## src/rtl/wdt_pkg.sv

```systemverilog
// Shared watchdog definitions: FSM states, register map, data width.
// Used by both the AXI register front-end and the counting engine.
package wdt_pkg;

  localparam int WDT_CNT_W = 32;

  localparam logic [31:0] WDT_ADDR_WDEN   = 32'h1001_0100;
  localparam logic [31:0] WDT_ADDR_WDLIVE = 32'h1001_0200;
  localparam logic [31:0] WDT_ADDR_WTOCNT = 32'h1001_0300;

  typedef enum logic [1:0] {
    WDT_IDLE,
    WDT_RUN,
    WDT_EXPIRED
  } wdt_state_e;

endpackage

```

## src/rtl/wdt_timer_core_if.sv

```systemverilog
// Control-strobe / status bundle between the WDT register front-end
// (master) and the watchdog counting engine (slave).
interface wdt_timer_core_if
  import wdt_pkg::*;
#(
  parameter int CNT_W = WDT_CNT_W
);

  logic             wden_i;
  logic             wdlive_i;
  logic [CNT_W-1:0] wtocnt_i;
  logic             wtocnt_ld_i;
  logic             wto_o;
  logic [CNT_W-1:0] cnt_o;
  logic             warn_o;

  modport master (
    output wden_i, wdlive_i, wtocnt_i, wtocnt_ld_i,
    input  wto_o, cnt_o, warn_o
  );

  modport slave (
    input  wden_i, wdlive_i, wtocnt_i, wtocnt_ld_i,
    output wto_o, cnt_o, warn_o
  );

endinterface

```

## src/rtl/wdt_prescaler.sv

```systemverilog
// Tick generator: one-cycle pulse every PRESCALE enabled cycles.
// Held at zero while disabled or cleared.
module wdt_prescaler #(
  parameter int PRESCALE = 1
) (
  input  logic ACLK,
  input  logic ARESETn,
  input  logic en,
  input  logic clr,
  output logic tick
);

  localparam int PW = (PRESCALE > 1) ? $clog2(PRESCALE) : 1;
  localparam logic [PW-1:0] LAST = PW'(PRESCALE - 1);

  logic [PW-1:0] r_div;

  assign tick = en & (r_div == LAST);

  always_ff @(posedge ACLK or negedge ARESETn) begin
    if (!ARESETn) begin
      r_div <= '0;
    end else if (!en || clr || tick) begin
      r_div <= '0;
    end else begin
      r_div <= r_div + 1'b1;
    end
  end

endmodule

```

## src/rtl/wdt_timer_core.sv

```systemverilog
// Watchdog counting engine: prescaled up-counter vs loaded timeout, sticky WTO.
// Define WDT_WARN_EN to build the half-way early-warning pulse on warn_o.
module wdt_timer_core
  import wdt_pkg::*;
#(
  parameter int CNT_W    = WDT_CNT_W,
  parameter int PRESCALE = 1
) (
  input  logic             ACLK,
  input  logic             ARESETn,
  wdt_timer_core_if.slave  bus
);

  wdt_state_e       r_state;
  logic [CNT_W-1:0] r_reload;
  logic [CNT_W-1:0] r_cnt;
  logic             r_live_d;
  logic             r_wto;

  logic             w_kick;
  logic             w_ld;
  logic             w_tick;
  logic             w_expire;
  logic [CNT_W-1:0] w_reload_eff;

  assign w_kick       = bus.wdlive_i & ~r_live_d;
  assign w_ld         = bus.wtocnt_ld_i;
  assign w_reload_eff = w_ld ? bus.wtocnt_i : r_reload;
  assign w_expire     = w_tick & (r_cnt == r_reload - CNT_W'(1));

  wdt_prescaler #(
    .PRESCALE (PRESCALE)
  ) u_presc (
    .ACLK    (ACLK),
    .ARESETn (ARESETn),
    .en      (r_state == WDT_RUN),
    .clr     (w_kick | w_ld),
    .tick    (w_tick)
  );

  always_ff @(posedge ACLK or negedge ARESETn) begin
    if (!ARESETn) begin
      r_live_d <= 1'b0;
      r_reload <= '0;
    end else begin
      r_live_d <= bus.wdlive_i;
      if (w_ld) r_reload <= bus.wtocnt_i;
    end
  end

  always_ff @(posedge ACLK or negedge ARESETn) begin
    if (!ARESETn) begin
      r_state <= WDT_IDLE;
      r_cnt   <= '0;
      r_wto   <= 1'b0;
    end else begin
      unique case (r_state)
        WDT_IDLE: begin
          r_cnt <= '0;
          r_wto <= 1'b0;
          if (bus.wden_i && w_reload_eff != '0)
            r_state <= WDT_RUN;
        end
        WDT_RUN: begin
          if (!bus.wden_i) begin
            r_state <= WDT_IDLE;
            r_cnt   <= '0;
          end else if (w_ld && bus.wtocnt_i == '0) begin
            // zero timeout means watchdog disabled
            r_state <= WDT_IDLE;
            r_cnt   <= '0;
          end else if (w_kick || w_ld) begin
            r_cnt <= '0;
          end else if (w_expire) begin
            r_state <= WDT_EXPIRED;
            r_cnt   <= r_reload;
            r_wto   <= 1'b1;
          end else if (w_tick) begin
            r_cnt <= r_cnt + 1'b1;
          end
        end
        WDT_EXPIRED: begin
          if (!bus.wden_i) begin
            r_state <= WDT_IDLE;
            r_cnt   <= '0;
            r_wto   <= 1'b0;
          end
        end
        default: begin
          r_state <= WDT_IDLE;
          r_cnt   <= '0;
          r_wto   <= 1'b0;
        end
      endcase
    end
  end

  assign bus.wto_o = r_wto;
  assign bus.cnt_o = r_cnt;

`ifdef WDT_WARN_EN
  logic r_warn;
  logic w_warn_hit;

  // plain tick landing exactly on the half-way count
  assign w_warn_hit = (r_state == WDT_RUN) & bus.wden_i
                    & ~w_ld & ~w_kick & w_tick & ~w_expire
                    & (r_reload >= CNT_W'(2))
                    & ((r_cnt + 1'b1) == (r_reload >> 1));

  always_ff @(posedge ACLK or negedge ARESETn) begin
    if (!ARESETn) r_warn <= 1'b0;
    else          r_warn <= w_warn_hit;
  end

  assign bus.warn_o = r_warn;
`else
  assign bus.warn_o = 1'b0;
`endif

endmodule

```

## src/flat_wrapper.sv

```systemverilog
// flat-port wrapper written by rule: the top's interface ports become plain ports
module wdt_timer_core_flat import wdt_pkg::*;
#(
  parameter int CNT_W    = WDT_CNT_W,
  parameter int PRESCALE = 1
)
  (ACLK, ARESETn, bus_wden_i, bus_wdlive_i, bus_wtocnt_i, bus_wtocnt_ld_i, bus_wto_o, bus_cnt_o, bus_warn_o);
  wdt_timer_core_if #(.CNT_W(CNT_W)) bus_i ();
  input  logic ACLK;
  input  logic ARESETn;
  input wire logic [$bits(bus_i.wden_i)-1:0] bus_wden_i;
  input wire logic [$bits(bus_i.wdlive_i)-1:0] bus_wdlive_i;
  input wire logic [$bits(bus_i.wtocnt_i)-1:0] bus_wtocnt_i;
  input wire logic [$bits(bus_i.wtocnt_ld_i)-1:0] bus_wtocnt_ld_i;
  output wire logic [$bits(bus_i.wto_o)-1:0] bus_wto_o;
  output wire logic [$bits(bus_i.cnt_o)-1:0] bus_cnt_o;
  output wire logic [$bits(bus_i.warn_o)-1:0] bus_warn_o;
  assign bus_i.wden_i = bus_wden_i;
  assign bus_i.wdlive_i = bus_wdlive_i;
  assign bus_i.wtocnt_i = bus_wtocnt_i;
  assign bus_i.wtocnt_ld_i = bus_wtocnt_ld_i;
  assign bus_wto_o = bus_i.wto_o;
  assign bus_cnt_o = bus_i.cnt_o;
  assign bus_warn_o = bus_i.warn_o;
  wdt_timer_core #(.CNT_W(CNT_W), .PRESCALE(PRESCALE)) u_core (.ACLK(ACLK), .ARESETn(ARESETn), .bus(bus_i));
endmodule
```

## config.mk

```make
export PLATFORM = sky130hd
export DESIGN_NAME = wdt_timer_core_flat
export DESIGN_NICKNAME = d
export VERILOG_FILES = /design/src/rtl/wdt_pkg.sv /design/src/rtl/wdt_timer_core_if.sv /design/src/rtl/wdt_prescaler.sv /design/src/rtl/wdt_timer_core.sv /design/src/flat_wrapper.sv
export SDC_FILE = /design/constraint.sdc
export NUM_CORES = 1
export LEC_CHECK = 0
export ABC_AREA = 0
export CAP_MARGIN = 40
export CORE_MARGIN = 3
export CORE_UTILIZATION = 50
export CTS_CLUSTER_SIZE = 14
export DETAILED_ROUTE_END_ITERATION = 10
export DONT_BUFFER_PORTS = 1
export GPL_TIMING_DRIVEN = 0
export PLACE_DENSITY = 0.63
export RECOVER_POWER = 25
export SLEW_MARGIN = 15
export SYNTH_ARGS = -nofsm -noshare
export SYNTH_HDL_FRONTEND = slang
export SYNTH_SLANG_ARGS = --single-unit
```

## constraint.sdc

```tcl
create_clock -name ACLK -period 4.2 [get_ports ACLK]
set_clock_uncertainty 0.15 [all_clocks]
set_input_delay 0 -clock ACLK [delete_from_list [all_inputs] [get_ports ACLK]]
set_output_delay 0 -clock ACLK [all_outputs]
set_load 0.02 [all_outputs]
```

Word-level counts from Yosys, hierarchy flattened:

Index checks and enable logic that the tools add are counted.

* register bits after elaboration: 69
* bits in latches: 0
* memory bits (writable): 0
* ROM bits: 0
* memories: 0

* add/subtract/negate cells: 3
* multiply operators: 0
* div/mod/pow operators: 0
* order comparisons: 0
* eq/ne operators: 12
* shifts and indexed selects: 0
* muxes and demuxes: 22
* bitwise operators: 6
* reductions and logical operators: 12

Operators with widths (number)
* two-way mux 32 bit: 7
* one-hot mux 32 bit (2 select lines): 1
* adder 32 x 1 -> 32 bit (second input constant): 1
* equality test 32 bit: 1
* zero test 32 bit: 1
* nonzero test 32 bit: 1
* subtractor 32 x 1 -> 32 bit (second input constant): 1
* two-way mux 2 bit: 6
* != test 2 bit (second input constant): 4
* two-way mux 1 bit: 6
* != test 6 x 2 -> 1 bit (second input constant): 1
* one-hot mux 2 bit (3 select lines): 1
* AND reduction 5 bit: 1
* != test 2 x 1 -> 1 bit (second input constant): 2
* != test 4 x 2 -> 1 bit (second input constant): 1
* != test 4 x 3 -> 1 bit (second input constant): 1
* AND reduction 4 bit: 1
* bitwise AND 1 bit: 3
* logical OR 1 bit: 3
* equality test 2 x 1 -> 1 bit (second input constant): 1
* equality test 2 bit (second input constant): 1
* logical AND 1 bit: 2
* zero test 2 bit: 1
* NOT 1 bit: 2
* 5 further kinds: 5

Depth between registers and ports, before layout:

Gate-level depths: netlist of the first run.

* depth after elaboration: 8
* gate-level depth with buffers: 13
* mapped depth without buffers: 11

By module:

Synthesis of the first run repeated with hierarchy kept, for this count alone.

* cell total of the unflattened synthesis: 547
* area total of the unflattened synthesis: 4958.5 µm²

By module, submodules not included
* wdt_timer_core: times used 1, cells each 544, area each 4916.0 µm², sequential area each 1701.6 µm²
* wdt_prescaler: times used 1, cells each 3, area each 42.5 µm², sequential area each 25.0 µm²

Least setup slack after synthesis of the first run:

No wires, ideal clock.

* kind: register -> register
* from: register u_core.r_reload[8]
* to: register u_core.r_cnt[22] (netlist: u_core.bus.cnt_o[22])
* library setup time: 124 ps
* arrival time: 3452 ps
* required time: 3926 ps
* setup slack: 474 ps
* stages on the path, launching flop included: 12
* clock period less this slack: 3726 ps
* cells stage by stage: dfrtp_1 clkbuf_1 or4_1 or4_1 buf_2 o31a_1 nor4_1 o2111ai_1 nor4_4 buf_2 o21ai_1 a211o_1

* cells in the longest elaborated chain, start to end: 8
* elaborated cells on any way between the ends: 10

RTL lines
* from (decl): RTL line wdt_timer_core.sv:15 `logic [CNT_W-1:0] r_reload;`
* from (signal assigned): RTL line wdt_timer_core.sv:47 `if (w_ld) r_reload <= bus.wtocnt_i;`
* subtractor 32 x 1 -> 32 bit *: RTL line wdt_timer_core.sv:29 `assign w_expire = w_tick & (r_cnt == r_reload - CNT_W'(1));`
* equality test 32 bit *: RTL line wdt_timer_core.sv:29
* bitwise AND 1 bit *: RTL line wdt_timer_core.sv:29
* two-way mux 32 bit: RTL line wdt_timer_core.sv:74 `end else if (w_expire) begin`
* two-way mux 32 bit: RTL line wdt_timer_core.sv:72 `end else if (w_kick || w_ld) begin`
* two-way mux 32 bit: RTL line wdt_timer_core.sv:68 `end else if (w_ld && bus.wtocnt_i == '0) begin`
* two-way mux 32 bit: RTL line wdt_timer_core.sv:65 `if (!bus.wden_i) begin`
* one-hot mux 32 bit (2 select lines): RTL line wdt_timer_core.sv:57 `unique case (r_state)`
* to (signal assigned): RTL line wdt_timer_core.sv:76 `r_cnt <= r_reload;`
* to (signal assigned): RTL line wdt_timer_core.sv:79 `r_cnt <= r_cnt + 1'b1;`
* to (decl): RTL line wdt_timer_core.sv:16 `logic [CNT_W-1:0] r_cnt;`

Every way passes the cells marked *; elsewhere a longest branch is shown, timed or not.
A chain may end at the register's enable or synchronous reset.

Final worst setup path of the first run:

* from: register u_core.r_reload[8]
* to: register u_core.r_cnt[27] (netlist: u_core.bus.cnt_o[27])

Same word-level chain as after synthesis.

==> impl_metrics.tcl, run 1 <==
set metrics [dict create \
    outcome "finished, violations left" \
    violations "capacitance limit, slew limit" \
    finalSetupViolCount 0 \
    die_y_microns 104 \
    cts_made_buffers 9 \
    internal-power_w 0.00109 \
    synth_top_family_by_area "simple AND/OR/NAND/NOR gates" \
    maxSlewViolCount 70 \
    cts-htree-levels 3 \
    initial_core_util_pct 53.0 \
    async_flop_share_pct 100 \
    die_width_microns 104 \
    finalCriticalPeriod_ns 4.01 \
    synth_edf_count 0 \
    dr.pass1.iters 5 \
    synth-adder-area-share_pct 0.526 \
    hold_class "in2reg" \
    holdPathEnd "u_core.r_state[0]" \
    drc 0 \
    root_buffer "clkbuf_8" \
    mostFrequentLayoutCell "dfrtp_1" \
    fmax_mhz 249 \
    coreArea_sq_um 8980 \
    layout_common_cells "69 x dfrtp_1, 42 x o21ai_0, 40 x nor3_1" \
    ys_types 58 \
    synth_compound_area_share_pct 16.7 \
    path_max_fanout 10 \
    crit_slowest_cell "or4_1" \
    num_io_pins 71 \
    synth_mux_area_share_pct 7.31 \
    wl_per_cell_microns 21.8 \
    cts.sinks 69 \
    finalSetupTns_ns 0 \
    power.density_nw_per_um2 285 \
    p_clk_share_pct 34.6 \
    avgSynthCellArea_sq_um 8.44 \
    antenna_left 0 \
    num-fill-cells 807 \
    crit_top_cell "buf_2" \
    grt_pass1_vias 4726 \
    r2r_cells 11 \
    worst_ir_drop_vdd_mv 0.203 \
    path_class "reg2reg" \
    ys.flop_type "dfrtp_1" \
    tritoncts "done" \
    rsz0062_at_grt "no" \
    regToRegEndpoint "u_core.bus.cnt_o[27]" \
    area_growth_pct 16.6 \
    cp.required_ns 4.29 \
    final_layout_size_suffix_gt1_share_pct 11.9 \
    cp.arrival_ns 4.10 \
    yosys.area_share.simple_pct 27.5 \
    hpwl_microns 11800 \
    cp_slowest_stage_delay_ns 0.63 \
    final_hold_viol_count 0 \
    tightestPinTransition_ns 3.13 \
    crit_chain "or4_1, or4_4, buf_2, o31a_1, a211oi_2, o32ai_1, nor4_4, buf_4, buf_2, o21ai_1, a211o_1" \
    viasPerCell 6.50 \
    start_kind "flop" \
    p_switching_w 0.000492 \
    grt_first_pass_wirelength_microns 25800 \
    cp-end-kind "flop" \
    cts.clk_slew.worst_paths_ns 0.08 \
    r2r_slack_ns 0.19 \
    synth_area_sq_um 4760 \
    grtUsageTotal_pct 30.0 \
    maxSlewHeadroom_pct -108 \
    fin_crit_sh_pct 95.4 \
    antenna_found_initial 0 \
    initialDrtViolationCount 268 \
    power_frac_seq_pct 47.8 \
    hold_path_depth 6 \
    grt_max_degree 70 \
    switching_share_pct 31.1 \
    numPortBuffers 0 \
    fp-row-count 34 \
    clk_latency_ns 0.36 \
    p_leak_nw 1.98 \
    whs_ns 0.00135 \
    ys_warn_count 0 \
    num_vias 4824 \
    layout.nets 650 \
    gr-total-overflow 0 \
    cap_violations 1 \
    ys_seq_area_share_pct 36.3 \
    wl_microns 16200 \
    worstHoldStart "bus_wtocnt_i[5]" \
    die_area_sq_um 10700 \
    r2r_start "u_core.r_reload[8]" \
    netlist_instances 564 \
    synth_xor_area_share_pct 6.99 \
    place.gp.congestion 0.979 \
    ys_ff_latch 69 \
    clock_path_buffers 2 \
    p_comb_share_pct 17.5 \
    num_antenna_cells 0 \
]
[sequential cells by signal, indices dropped and copies added (netlist names)]
signal                flops
u_core.r_state            2
u_core.r_live_d           1
u_core.u_presc.r_div      1
u_core.bus.wto_o          1
u_core.r_reload          32
u_core.bus.cnt_o         32
[worst max-delay path, delay by kind of cell, from the launching register on]
kind	cells	cell delay, ns
flip-flops	1	0.50
AO/OA/AOI/OAI	5	1.14
buffers and inverters	3	0.66
AND/OR/NAND/NOR	3	1.44
[synth_stat cells (all sizes together) (4+ instances only)]
cell | n | area share, %
nand4 | 16 | 2.1
or3 | 12 | 1.6
or4 | 8 | 1.3
nor2 | 29 | 2.3
clkbuf | 23 | 1.8
o22ai | 13 | 1.7
dfrtp | 69 | 36
inv | 20 | 1.6
xnor2 | 26 | 4.8
and2 | 4 | 0.53
xor2 | 12 | 2.2
buf | 12 | 1.2
o31a | 6 | 1.1
nand2 | 33 | 2.6
o21ai | 46 | 4.8
nor3b | 8 | 1.3
nor3 | 40 | 4.2
a211oi | 5 | 0.79
a21oi | 37 | 3.9
nand3 | 21 | 2.2
mux2 | 30 | 7.1
nor4 | 44 | 6.1
[cell type report]
cell class | instances | area, sq um | area share (%)
Multi-Input combinational cell | 441 | 2880 | 51.9
Timing Repair Buffer | 38 | 375 | 6.76
Tap cell | 126 | 158 | 2.84
Clock buffer | 10 | 128 | 2.30
Inverter | 20 | 75.1 | 1.35
Sequential cell | 69 | 1730 | 31.1
Clock inverter | 6 | 63.8 | 1.15
Buffer | 32 | 144 | 2.59
[per-stage QoR]
stage	utilization, %	setup slack, ns	std cells	total power [W]	area [sq um]
3_5_place_dp	54.9	-0.144	692	0.000990	4930
5_1_grt	61.8	0.0123	742	0.00164	5550
2_1_floorplan	-	0.474	565	0.000918	4760
6_report	61.8	0.192	742	0.00158	5550
3_3_place_gp	54.8	-0.0820	691	0.000984	4920
4_1_cts	61.5	0.0391	745	0.00158	5520
[worst max-delay path by stage]
stage                             startpoint              endpoint  slack (ns)
after CTS                 u_core.r_reload[9]  u_core.bus.cnt_o[31]        0.04
after floorplan           u_core.r_reload[8]  u_core.bus.cnt_o[22]        0.47
after detailed placement  u_core.r_reload[0]  u_core.bus.cnt_o[30]       -0.14
final                     u_core.r_reload[8]  u_core.bus.cnt_o[27]        0.19
after global placement    u_core.r_reload[9]  u_core.bus.cnt_o[26]       -0.08
after global routing      u_core.r_reload[9]   u_core.bus.cnt_o[7]        0.01
[timing repair]
item	CTS	global route
endpoints found under the hold margin	105	0
gates cloned	0	0
setup buffers	1	0
pin swaps	1	1
setup endpoints to repair	31	34
resized for setup	5	12
hold buffers	36	0
[power groups by stage]
stage,sequential [W],combinational (W),clock (W)
floorplan,0.000740,0.000178,0
finish,0.000757,0.000277,0.000548
global route,0.000762,0.000304,0.000579
CTS,0.000749,0.000278,0.000554
detailed placement,0.000763,0.000227,0
global placement,0.000761,0.000222,0
[per-layer routing]
| metal | up-vias | GRT usage (%) | part of all wire, % |
|---|---|---|---|
| met5 | - | 0 | 0 |
| met3 | 33 | 7.71 | 8.3 |
| met2 | 216 | 50.0 | 49 |
| li1 | 2225 | - | - |
| met4 | 0 | 10.3 | 2.0 |
| met1 | 2350 | 37.9 | 41 |
[cell families (layout without fill, tap and decap cells)]
kind of cell | count (synthesis) | count (layout)
other cells | 1 | 2
xor+xnor | 38 | 38
compound gates | 132 | 132
fa+ha+maj | 2 | 2
flops | 69 | 69
buf+inv | 55 | 106
simple gates | 236 | 236
mux | 31 | 31
(Power assumes the default switching activity.)
==> run 2: changes to the inputs <==
--- a/config.mk
+++ b/config.mk
@@ -15,6 +15,7 @@
 export GPL_TIMING_DRIVEN = 0
 export PLACE_DENSITY = 0.63
 export RECOVER_POWER = 25
+export REMOVE_ABC_BUFFERS = 1
 export SLEW_MARGIN = 15
 export SYNTH_ARGS = -nofsm -noshare
 export SYNTH_HDL_FRONTEND = slang
==> impl_metrics.tcl, run 2 (synthesis results as in run 1) <==
set metrics [dict create \
    outcome "finished, violations left" \
    violations "capacitance limit, slew limit" \
    finalCriticalPeriod_ns 4.11 \
    cts-htree-levels 3 \
    hpwl_microns 10400 \
    path_class "reg2reg" \
    maxSlewHeadroom_pct -108 \
    layout.nets 653 \
    gr-total-overflow 0 \
    die_area_sq_um 10700 \
    fin_crit_sh_pct 97.9 \
    place.gp.congestion 0.877 \
    hold_class "in2reg" \
    crit_buf_inv 4 \
    tritoncts "done" \
    mostFrequentLayoutCell "dfrtp_1" \
    die_y_microns 104 \
    grtUsageTotal_pct 28.8 \
    cts_made_buffers 9 \
    cp-startpoint "u_core.r_reload[0]" \
    worst_ir_drop_vdd_mv 0.193 \
    grt_max_degree 70 \
    clk_latency_ns 0.36 \
    crit_family "simple AND/OR/NAND/NOR gates" \
    clock_path_buffers 2 \
    worst_slack_ns 0.0864 \
    whs_ns 0.0544 \
    wl_microns 15500 \
    finalSetupViolCount 0 \
    fp-row-count 34 \
    antenna_left 0 \
    cp.required_ns 4.33 \
    root_buffer "clkbuf_8" \
    cp-end-kind "flop" \
    crit_slowest_cell "or4_4" \
    p_leak_nw 2.11 \
    grt_first_pass_wirelength_microns 25000 \
    start_kind "flop" \
    path_max_fanout 17 \
    num_io_pins 71 \
    coreArea_sq_um 8980 \
    drc 0 \
    dr.pass1.iters 5 \
    r2r_start "u_core.r_reload[0]" \
    cts.sinks 69 \
    cap_violations 1 \
    antenna_found_initial 0 \
    post-place-ws_ns -0.814 \
    num_vias 4712 \
    area_growth_pct 22.5 \
    final_layout_size_suffix_gt1_share_pct 14.4 \
    power.density_nw_per_um2 290 \
    die_width_microns 104 \
    numPortBuffers 0 \
    maxSlewViolCount 70 \
    crit_chain "or4_4, or4_4, buf_4, or3_1, a32o_1, o22ai_1, nor4_4, buf_6, buf_6, nor2_2, buf_2, a21oi_1, o22ai_1" \
    worstHoldStart "bus_wtocnt_ld_i" \
    cp.arrival_ns 4.24 \
    initialDrtViolationCount 357 \
    grt_pass1_vias 4638 \
    cp_slowest_stage_delay_ns 0.58 \
    layout_common_cells "66 x dfrtp_1, 51 x dlygate4sd3_1, 42 x o21ai_0" \
    wl_per_cell_microns 20.8 \
    num_antenna_cells 0 \
    fmax_mhz 243 \
    tightestPinTransition_ns 3.12 \
    final_hold_viol_count 0 \
    initial_core_util_pct 53.0 \
    viasPerCell 6.32 \
    cts.clk_slew.worst_paths_ns 0.08 \
]
==> run 2: cell types whose count changed in the layout (fill, tap and decap cells not counted), sizes merged <==
cell / change
clkbuf: -22
dlygate4sd3: +16
buf: +8
bufinv: +1
clkdlybuf4s25: -1
clkinvlp: -1
dlymetal6s4s: +1
inv: +1
==> run 2: metal layers <==
| layer | track usage, % | up-vias | part of all wire, % |
|---|---|---|---|
| met5 | 0 | - | 0 |
| met4 | 7.60 | 0 | 2.2 |
| met3 | 5.22 | 23 | 5.9 |
| met2 | 48.1 | 157 | 48 |
| met1 | 38.7 | 2302 | 43 |
| li1 | - | 2230 | - |
==> run 2: final cells by class <==
class / count / area, sq um
Fill cell: 762 / 3150
Sequential cell: 69 / 1730
Clock buffer: 9 / 124
Clock inverter: 7 / 98.8
Inverter: 20 / 75.1
Multi-Input combinational cell: 441 / 2910
Timing Repair Buffer: 73 / 737
Tap cell: 126 / 158
==> run 2: stage by stage <==
| step | std cells | instance area, sq um | utilization (%) | power [W] | TNS [ns] |
|---|---|---|---|---|---|
| 3_5_place_dp | 663 | 4860 | 54.2 | 0.000969 | -16.32 |
| 5_1_grt | 745 | 5830 | 65.0 | 0.00176 | -0.000840 |
| 3_3_place_gp | 656 | 4780 | 53.2 | 0.000960 | -88.61 |
| 6_report | 745 | 5830 | 65.0 | 0.00169 | 0 |
| 2_1_floorplan | 530 | 4620 | - | 0.000906 | -39.00 |
| 4_1_cts | 736 | 5710 | 63.6 | 0.00167 | 0 |
==> run 2: path summary, 6_finish.rpt <==
kind,to,slack [ns],cells after the start
max,u_core.bus.cnt_o[20],0.09,13
min,u_core.bus.cnt_o[11],0.05,6
max reg2reg,u_core.bus.cnt_o[20],0.09,13
min reg2reg,u_core.r_state[0],0.46,3
max in group asynchronous,u_core.r_reload[9],0.69,2
min in group asynchronous,u_core.bus.cnt_o[26],1.20,2
==> run 2: report_power, final <==
group          switching, W  leakage [nW]  internal, W
logic              0.000144          1.12     0.000144
clock network      0.000297         0.110     0.000337
registers         0.0000718         0.882     0.000697
total              0.000513          2.11      0.00118
==> run 2: worst min-delay path: cells and delay by family <==
kind,cells,cell delay (ns)
AOI/OAI and AO/OA,3,0.27
and+or+nand+nor,3,0.26
==> run 2: timing repair <==
action,4_1_cts,5_1_grt
endpoints found under the hold margin,105,0
hold buffers,53,0
resized for setup,9,13
buffers inserted,4,8
gates cloned,0,1
endpoints found under the setup margin,34,19
pin swaps,2,3
